===== config.mk =====
export PLATFORM = sky130hd
export DESIGN_NAME = hazard_interlock
export DESIGN_NICKNAME = d
export VERILOG_FILES = /design/src/rtl/hazard_interlock.sv
export SDC_FILE = /design/constraint.sdc
export NUM_CORES = 1
export LEC_CHECK = 0
export CAP_MARGIN = 10
export CORE_ASPECT_RATIO = 0.75
export CORE_MARGIN = 1
export CORE_UTILIZATION = 40
export DETAILED_ROUTE_END_ITERATION = 10
export GPL_TIMING_DRIVEN = 0
export PLACE_DENSITY_LB_ADDON = 0.08
export SETUP_SLACK_MARGIN = 0.3
export SKIP_CTS_REPAIR_TIMING = 1
export SYNTH_ARGS = -nofsm -noshare
export SYNTH_HDL_FRONTEND = slang
export SYNTH_SLANG_ARGS = --single-unit

===== constraint.sdc =====
create_clock -name clk -period 2.55 [get_ports clk]
set_input_delay 0.255 -clock clk [delete_from_list [all_inputs] [get_ports clk]]
set_output_delay 0.255 -clock clk [all_outputs]
set_load 0.005 [all_outputs]

===== src/rtl/hazard_interlock.sv =====
// Pipeline interlock for the 5-stage RV32 core: ID hazard detection, long-op
// scoreboard, memory-wait freeze, stall statistics and a stall watchdog.
module hazard_interlock #(
    parameter int unsigned CNT_W   = 32,
    parameter int unsigned TIMEOUT = 1024
) (
    input  logic             clk,
    input  logic             rst,
    input  logic [4:0]       ID_rs1,
    input  logic [4:0]       ID_rs2,
    input  logic [4:0]       ID_rd,
    input  logic             ID_use_rs1,
    input  logic             ID_use_rs2,
    input  logic             ID_branch,
    input  logic             ID_long,
    input  logic             ID_regwrite,
    input  logic             ID_flush,
    input  logic [4:0]       EX_rd,
    input  logic             EX_regwrite,
    input  logic             EX_memread,
    input  logic             EX_long,
    input  logic [4:0]       M_rd,
    input  logic             M_memread,
    input  logic             wb_valid,
    input  logic [4:0]       wb_rd,
    input  logic             mem_busy,
    output logic             stall_IF,
    output logic             stall_ID,
    output logic             bubble_EX,
    output logic             freeze,
    output logic [31:0]      sb_pending,
    output logic [CNT_W-1:0] stall_cnt,
    output logic             timeout
);

    localparam int unsigned RUN_W = $clog2(TIMEOUT + 1);

    logic             rs1_ex, rs2_ex, rs1_m, rs2_m;
    logic             load_use, br_hazard, sb_hazard, waw, id_haz;
    logic [31:0]      sb_set, sb_clr, sb_next;
    logic [RUN_W-1:0] run_cnt;

    function automatic logic hit(input logic use_r, input logic [4:0] rs,
                                 input logic [4:0] rd);
        return use_r && (rs != 5'd0) && (rs == rd);
    endfunction

    // Hazard classification; forwarding covers everything not listed here
    always_comb begin
        rs1_ex    = hit(ID_use_rs1, ID_rs1, EX_rd);
        rs2_ex    = hit(ID_use_rs2, ID_rs2, EX_rd);
        rs1_m     = hit(ID_use_rs1, ID_rs1, M_rd);
        rs2_m     = hit(ID_use_rs2, ID_rs2, M_rd);
        load_use  = EX_memread && EX_regwrite && (EX_rd != 5'd0) && (rs1_ex || rs2_ex);
        br_hazard = ID_branch &&
                    ((EX_regwrite && (EX_rd != 5'd0) && (rs1_ex || rs2_ex)) ||
                     (M_memread && (M_rd != 5'd0) && (rs1_m || rs2_m)));
        sb_hazard = (sb_pending[ID_rs1] && ID_use_rs1 && (ID_rs1 != 5'd0)) ||
                    (sb_pending[ID_rs2] && ID_use_rs2 && (ID_rs2 != 5'd0));
        waw       = ID_long && ID_regwrite && (ID_rd != 5'd0) && sb_pending[ID_rd];
        id_haz    = (load_use || br_hazard || sb_hazard || waw) && !ID_flush;
        freeze    = mem_busy;
        stall_IF  = freeze || id_haz;
        stall_ID  = freeze || id_haz;
        bubble_EX = id_haz && !freeze;
    end

    // Set beats a same-cycle clear; writeback clears are never held by freeze
    always_comb begin
        sb_set = '0;
        sb_clr = '0;
        if (EX_long && EX_regwrite && (EX_rd != 5'd0) && !freeze) sb_set[EX_rd] = 1'b1;
        if (wb_valid) sb_clr[wb_rd] = 1'b1;
        sb_next = ((sb_pending & ~sb_clr) | sb_set) & ~32'd1;
    end

    always_ff @(posedge clk or posedge rst) begin
        if (rst) sb_pending <= '0;
        else     sb_pending <= sb_next;
    end

    always_ff @(posedge clk or posedge rst) begin
        if (rst)                                       stall_cnt <= '0;
        else if (stall_ID && (stall_cnt != {CNT_W{1'b1}})) stall_cnt <= stall_cnt + CNT_W'(1);
    end

    // Watchdog: run length of consecutive stalls, frozen once it trips
    always_ff @(posedge clk or posedge rst) begin
        if (rst) begin
            run_cnt <= '0;
            timeout <= 1'b0;
        end else if (!timeout) begin
            if (stall_ID) begin
                run_cnt <= run_cnt + RUN_W'(1);
                if (run_cnt == RUN_W'(TIMEOUT - 1)) timeout <= 1'b1;
            end else begin
                run_cnt <= '0;
            end
        end
    end

endmodule


==> summary.md, run 1 <==
| Metric | Value |
|---|---|
| Synth top cells by count | 75 x dfrtp_1, 65 x o21ai_0, 44 x nand2_1 |
| Setup violators final | 46 |
| Synth Area in Compound Gates | 13.21% |
| H-tree depth | 3 |
| CP Data Arrival Time | 2860 ps |
| R2r setup slk | -400 ps |
| Final period demand of the worst path | 3116 ps |
| RSZ-0062 raised after global routing | true |
| Most common cell in the netlist | dfrtp_1 |
| Post-synthesis adder-cell area fraction | 0.5325% |
| Initial DRC Count | 435 |
| Crit path max fanout | 7 |
| First-pass DRT Iterations | 5 |
| Main synth FF type | dfrtp_1 |
| Setup WS post-layout | -566.3 ps |
| FP Rows | 33 |
| Fin crit share | 122.2% |
| Fin cells | 771 |
| Final nets | 656 |
| Critical R2R Capture | stall_cnt[30] |
| Clk_lat worst skew | 330 ps |
| DR WL/cell | 19.13 um |
| Mapped Area | 4700 um2 |
| Setup TNS | -12660 ps |
| Synth cell types | 58 |
| Syn avg cell area | 9.630 um2 |
| Initial antenna violation count | 0 |
| Startpoint types | flop |
| Post-Synth XOR/XNOR Area | 10.25% |
| Area leader, netlist | dfrtp_1 |
| CTS buffer count | 9 |
| Headroom to the max-slew limit | 62.39% |
| Ys Warns | 0 |
| Max Root-Sink Buffers | 2 |
| Die ar. | 12190 um2 |
| DP Worst Slack | -1565 ps |
| First-pass GRT wire length | 22.81 mm |
| Final hold viol count | 0 |
| Final Max Slew Viols | 0 |
| Die Width | 127.2 um |
| Required time worst endpoint | 2300 ps |
| Main combinational cell family by area after synthesis | simple AND/OR/NAND/NOR gates |
| Layout area overhead | 36.58% |
| DRC Markers | 0 |
| Routability Congestion | 0.9549 |
| Placed cells | 747 |
| Top Ports | 113 |
| Number of global-route vias before repair | 4167 |
| Core ar. | 11190 um2 |
| Synthesized net count | 534 |
| Layout cell share with drive strength beyond 1 | 15.31% |
| GRT Util Overall | 24.70% |
| Worst Hold Class | input port to async pin |
| DR vias | 4387 |
| TritonCTS clock tree | built |
| WL final | 14.75 mm |
| Layout Utilization | 57.36% |
| Starting density of the core | 42.00% |
| Failing checks | negative setup slack |
| Max VDD drop | 0.5743 mV |
| Cell count after synthesis | 488 |
| Port bufs | 101 |
| Actual slew at the worst max-slew pin | 564.2 ps |
| Yosys top cell area share | 39.94% |
| Crit Path Class | flop to output port |
| RR Startpoint | sb_pending[28] |
| Ant. Diodes | 0 |
| Max-Cap Viols | 0 |
| PwrDens | 590.9 nW/um2 |
| Worst setup EP type | output port |
| Clock sink count | 75 |
| Yosys reg bits | 75 |
| Grt total ovfl | 0 |
| Simple-gate area share of the yosys netlist | 20.93% |
| FFs w/ async S/R, synth | 100.0% |
| R2R cell count | 10 |
| Layout Skew | 6.237 ps |
| Antenna-violating nets left | 0 |
| Top cells by area, synth | dfrtp_1 40%, mux4_2 7.2%, o21ai_0 6.9% |
| Clock slew at reported path FFs | 60 ps |
| Post-DP HPWL | 10.89 mm |
| Status | complete, but fails checks |
| Post-synthesis mux area share | 11.45% |
| Largest net degree at the start of global routing | 66 |
| Clock Tree Root | clkbuf_16 |
| Via density | 5.690 |
| Fmax | 320.9 MHz |
| Die H | 95.87 um |
| Leak pwr | 2.614 nW |
| Total chip power | 3.793 mW |
| Sequential-to-total area share from yosys stat | 39.94% |
| Number of synthesized flops with an enable pin | 0 |
==> where the power goes <==
| part | total (mW) | switching, mW | internal [mW] |
|---|---|---|---|
| registers | 1.57 | 0.220 | 1.35 |
| logic | 1.02 | 0.415 | 0.605 |
| clock network | 1.20 | 0.469 | 0.734 |
| total | 3.79 | 1.10 | 2.69 |
==> metrics by stage <==
stage | hold WS (ps) | instance area, um2
final | 184.9 | 6419
after global routing | 195.5 | 6419
after CTS | 186.1 | 6265
after detailed placement | 478.7 | 5983
after global placement | 474.6 | 5953
after floorplan | 455.4 | 4746
==> state kept, by name, indices dropped and copies added (netlist names) <==
name	count
stall_cnt	32
sb_pending	31
run_cnt	11
timeout	1
==> cell type report <==
type                    count  area (um2)
plain buffers              28       200.2
clock buffers              14       274.0
clock inverters             1       7.507
fillers                  1004        4771
inverters                   9       38.79
multi-input cells         376        2708
flip-flops and latches     75        1879
well taps                 157       196.4
repair buffers            111        1115
==> layout by cell type, fill, tap and decap left out, types with 6 or more instances in the layout <==
| master | Yosys | routed |
|---|---|---|
| clkdlybuf4s50_1 | 0 | 92 |
| dfrtp_1 | 75 | 73 |
| o21ai_0 | 65 | 65 |
| nand2_1 | 44 | 44 |
| xor2_1 | 37 | 37 |
| nor2_1 | 21 | 21 |
| nand3_1 | 19 | 19 |
| nor3_1 | 19 | 19 |
| xnor2_1 | 18 | 18 |
| mux4_2 | 15 | 15 |
| buf_4 | 4 | 14 |
| mux2i_1 | 11 | 11 |
| nor4_1 | 10 | 9 |
| nand2b_1 | 9 | 9 |
| clkbuf_16 | 0 | 9 |
| buf_6 | 0 | 8 |
| nor2b_1 | 8 | 8 |
| nand4_1 | 8 | 8 |
| inv_1 | 9 | 7 |
| clkbuf_1 | 9 | 7 |
| and3_1 | 7 | 7 |
| clkbuf_2 | 0 | 6 |
| nand3b_1 | 6 | 6 |
==> critical path, cell delays in order (launching register included) <==
cell and delay (ps):
dfrtp_2 440, mux2_4 260, or3_1 300, and4b_2 260, nor4_2 260, nand4_1 230, o31ai_4 350, buf_6 170
inv_4 40, buf_6 100, buf_6 100
==> routing by layer <==
layer / GRT usage, % / vias up / wire [um]
met3: 8.449 / 12 / 1363
met4: 4.861 / 0 / 71
met1: 37.29 / 2156 / 7163
met2: 33.65 / 195 / 6152
li1: - / 2024 / -
met5: 0 / - / 0
==> worst max-delay path by stage <==
| stage | startpoint | end | cells past startpoint |
|---|---|---|---|
| final | sb_pending[28] | stall_ID | 10 |
| after global routing | sb_pending[28] | stall_ID | 10 |
| after CTS | ID_rs1[0] | stall_IF | 12 |
| after detailed placement | ID_rs1[0] | stall_IF | 12 |
| after global placement | ID_rs1[0] | stall_IF | 12 |
| after floorplan | ID_rs1[1] | stall_IF | 10 |
==> kinds of logic (layout without fill, tap and decap cells) <==
family                   after synthesis  in the layout
adder cells (fa/ha/maj)                2              2
buffers and inverters                 37            163
flip-flops                            75             75
XOR/XNOR                              55             55
other                                  1              1
AND/OR/NAND/NOR                      183            183
multiplexers                          33             33
AO/OA/AOI/OAI                        102            102
Note: power is estimated with default switching activity, not from simulation.
==> inputs of run 2 (changes only) <==
GPL_ROUTABILITY_DRIVEN = 0   (was not set)
SLEW_MARGIN = 0   (was not set)
==> results of run 2 <==
The final DEF is identical to that of run 1; final timing and power are the same.
==> inputs of run 3 (changes only) <==
GPL_TIMING_DRIVEN = not set   (was 0)
clock period = 3.6 ns   (was 2.55 ns; I/O delays follow)
==> summary.md, run 3 (synthesis results as in run 1) <==
| Metric | Value |
|---|---|
| RR Startpoint | sb_pending[28] (unchanged) |
| Setup violators final | 0 (was 46) |
| Layout Utilization | 58.58% (was 57.36%) |
| Clock Tree Root | clkbuf_16 (unchanged) |
| Clk_lat worst skew | 320 ps (was 330 ps) |
| Grt total ovfl | 0 (unchanged) |
| Die ar. | 12190 um2 (unchanged) |
| Antenna-violating nets left | 0 (unchanged) |
| Max reg flops | 32 (unchanged) |
| First-pass DRT Iterations | 4 (was 5) |
| First-pass GRT wire length | 23.34 mm (was 22.81 mm) |
| DRC Markers | 0 (unchanged) |
| R2R cell count | 10 (unchanged) |
| Net Switching | 0.7937 mW (was 1.104 mW) |
| Required time worst endpoint | 3240 ps (was 2300 ps) |
| Hold depth | 1 |
| Commonest cells after routing, fill and taps aside | 99 x clkdlybuf4s50_1, 73 x dfrtp_1, 65 x o21ai_0, 44 x nand2_1, 37 x xor2_1 (was 92 x clkdlybuf4s50_1, 73 x dfrtp_1, 65 x o21ai_0, 44 x nand2_1, 37 x xor2_1) |
| Critical-path cell list | clkdlybuf4s50_1, o21a_1, mux4_2, mux2_2, a211oi_2, a2111oi_4, o31ai_4, inv_1, dlymetal6s2s_1 (was mux2_4, or3_1, and4b_2, nor4_2, nand4_1, o31ai_4, buf_6, inv_4, buf_6, buf_6) |
| Final hold viol count | 0 (unchanged) |
| Most common cell after layout, fill and taps aside | clkdlybuf4s50_1 (unchanged) |
| Layout cell share with drive strength beyond 1 | 14.29% (was 15.31%) |
| PwrDens | 406.9 nW/um2 (was 590.9 nW/um2) |
| Setup TNS | 0 ps (was -12660 ps) |
| Port bufs | 111 (was 101) |
| Largest regs | stall_cnt x32, sb_pending x31, run_cnt x11 (unchanged) |
| GRT Util Overall | 25.16% (was 24.70%) |
| Post-DP HPWL | 11.06 mm (was 10.89 mm) |
| Max Root-Sink Buffers | 2 (unchanged) |
| TritonCTS clock tree | built (unchanged) |
| Fill count | 994 (was 1004) |
| WHS | 488.8 ps (was 184.9 ps) |
| Clock slew at reported path FFs | 60 ps (about the same) |
| CP Data Arrival Time | 2760 ps (was 2860 ps) |
| Clock sink count | 75 (unchanged) |
| FP Rows | 33 (unchanged) |
| Fin cells | 780 (was 771) |
| Number of global-route vias before repair | 4291 (was 4167) |
| Final nets | 664 (was 656) |
| WHS Endpoint | stall_cnt[12] |
| Core ar. | 11190 um2 (unchanged) |
| Fmax | 320.7 MHz |
| Clk pwr share | 30.7% (was 31.7%) |
| WL final | 14.90 mm (was 14.75 mm) |
| Max VDD drop | 0.2509 mV (was 0.5743 mV) |
| Startpoint types | input port (was flop) |
| DR WL/cell | 19.11 um (was 19.13 um) |
| Largest Register | stall_cnt (unchanged) |
| Multi-input logic area | 2694 um2 (was 2708 um2) |
| RSZ-0062 raised after global routing | false (was true) |
| Placed cells | 756 (was 747) |
| R2r setup slk | 670 ps (was -400 ps) |
| Worst Hold Class | flop to flop (was input port to async pin) |
| Hold Startpoint | stall_cnt[12] |
| Via density | 5.633 (was 5.690) |
| Sw Share | 29.76% (was 29.10%) |
| Crit Path Class | input port to output port (was flop to output port) |
| Starting density of the core | 42.00% (unchanged) |
| Largest stage delay on the critical path | 510 ps (was 440 ps) |
| Ant. Diodes | 0 (unchanged) |
| Largest net degree at the start of global routing | 46 (was 66) |
| Sequential power share | 42.0% (was 41.4%) |
| Critical R2R Capture | stall_cnt[16] (was stall_cnt[30]) |
| Crit path max fanout | 5 (was 7) |
| Top Ports | 113 (unchanged) |
| Initial DRC Count | 334 (was 435) |
| Worst setup EP type | output port (unchanged) |
| Max-Cap Viols | 0 (unchanged) |
| Comb pwr share | 27.3% (was 26.9%) |
| Layout Skew | 8.265 ps (was 6.237 ps) |
| Die H | 95.87 um (unchanged) |
| Fin crit share | 86.62% |
| Worst path slowest cell | clkdlybuf4s50_1 (was dfrtp_2) |
| FF/Latch Area | 1879 um2 (unchanged) |
| DR vias | 4394 (was 4387) |
| Headroom to the max-slew limit | 38.22% (was 62.39%) |
| Final Max Slew Viols | 0 (unchanged) |
| Final period demand of the worst path | 3118 ps |
| Leak pwr | 2.734 nW (was 2.614 nW) |
| Status | finished clean (was complete, but fails checks) |
| Layout area overhead | 39.48% (was 36.58%) |
| Int Pwr | 1.874 mW (was 2.689 mW) |
| Initial antenna violation count | 0 (unchanged) |
| Die Width | 127.2 um (unchanged) |
| CTS buffer count | 9 (unchanged) |
| H-tree depth | 3 (unchanged) |
| Worst setup path start | ID_rd[3] (was sb_pending[28]) |
| Actual slew at the worst max-slew pin | 925.3 ps (was 564.2 ps) |
==> run 3: cell count changes in the layout (fill, tap and decap cells not counted), sizes merged <==
cell	before	now
clkbuf	27	13
clkdlybuf4s50	92	99
dlymetal6s2s	5	12
buf	29	35
clkinv	0	3
==> run 3: final cells by class <==
class	instances	share of cell area (%)
Tap cell	157	2.997
Inverter	9	0.5154
Clock inverter	4	0.4008
Clock buffer	12	3.760
Timing Repair Buffer	147	22.56
Multi-Input combinational cell	376	41.10
Sequential cell	75	28.67
==> run 3: worst max path at each step <==
stage	end	slack (ps)	depth (start not counted)
floorplan	stall_IF	860	10
global placement	stall_ID	170	10
detailed placement	stall_ID	120	10
CTS	stall_ID	120	10
global route	stall_IF	390	8
finish	stall_ID	480	9
==> run 3: layer usage <==
layer	wire length, um	share of wire (%)	track usage, %	up-vias
met5	0	0	0	-
met4	92	0.62	4.861	0
li1	-	-	-	2033
met2	6159	41	35.12	215
met3	1559	10	9.783	11
met1	7092	48	36.71	2135
==> run 3: power groups by stage <==
stage	combinational, mW	clock (mW)	sequential, mW
4_1_cts	0.713	0.834	1.12
5_1_grt	0.794	0.881	1.14
3_3_place_gp	0.698	0	1.13
3_5_place_dp	0.706	0	1.13
6_report	0.728	0.818	1.12
2_1_floorplan	0.310	0	1.09
==> run 3: critical path: cells and delay by family <==
kind,cells,cell delay [ps]
buffers and inverters,3,740
AO/OA/AOI/OAI,4,930
multiplexers,2,730
==> run 3: per-stage QoR <==
step	power [mW]	setup WS (ps)	area, um2
after floorplan	1.399	856.3	4700
after global placement	1.830	167.2	6140
after detailed placement	1.837	121.8	6140
after CTS	2.665	121.8	6412
after global routing	2.814	388.8	6555
final	2.667	481.7	6555
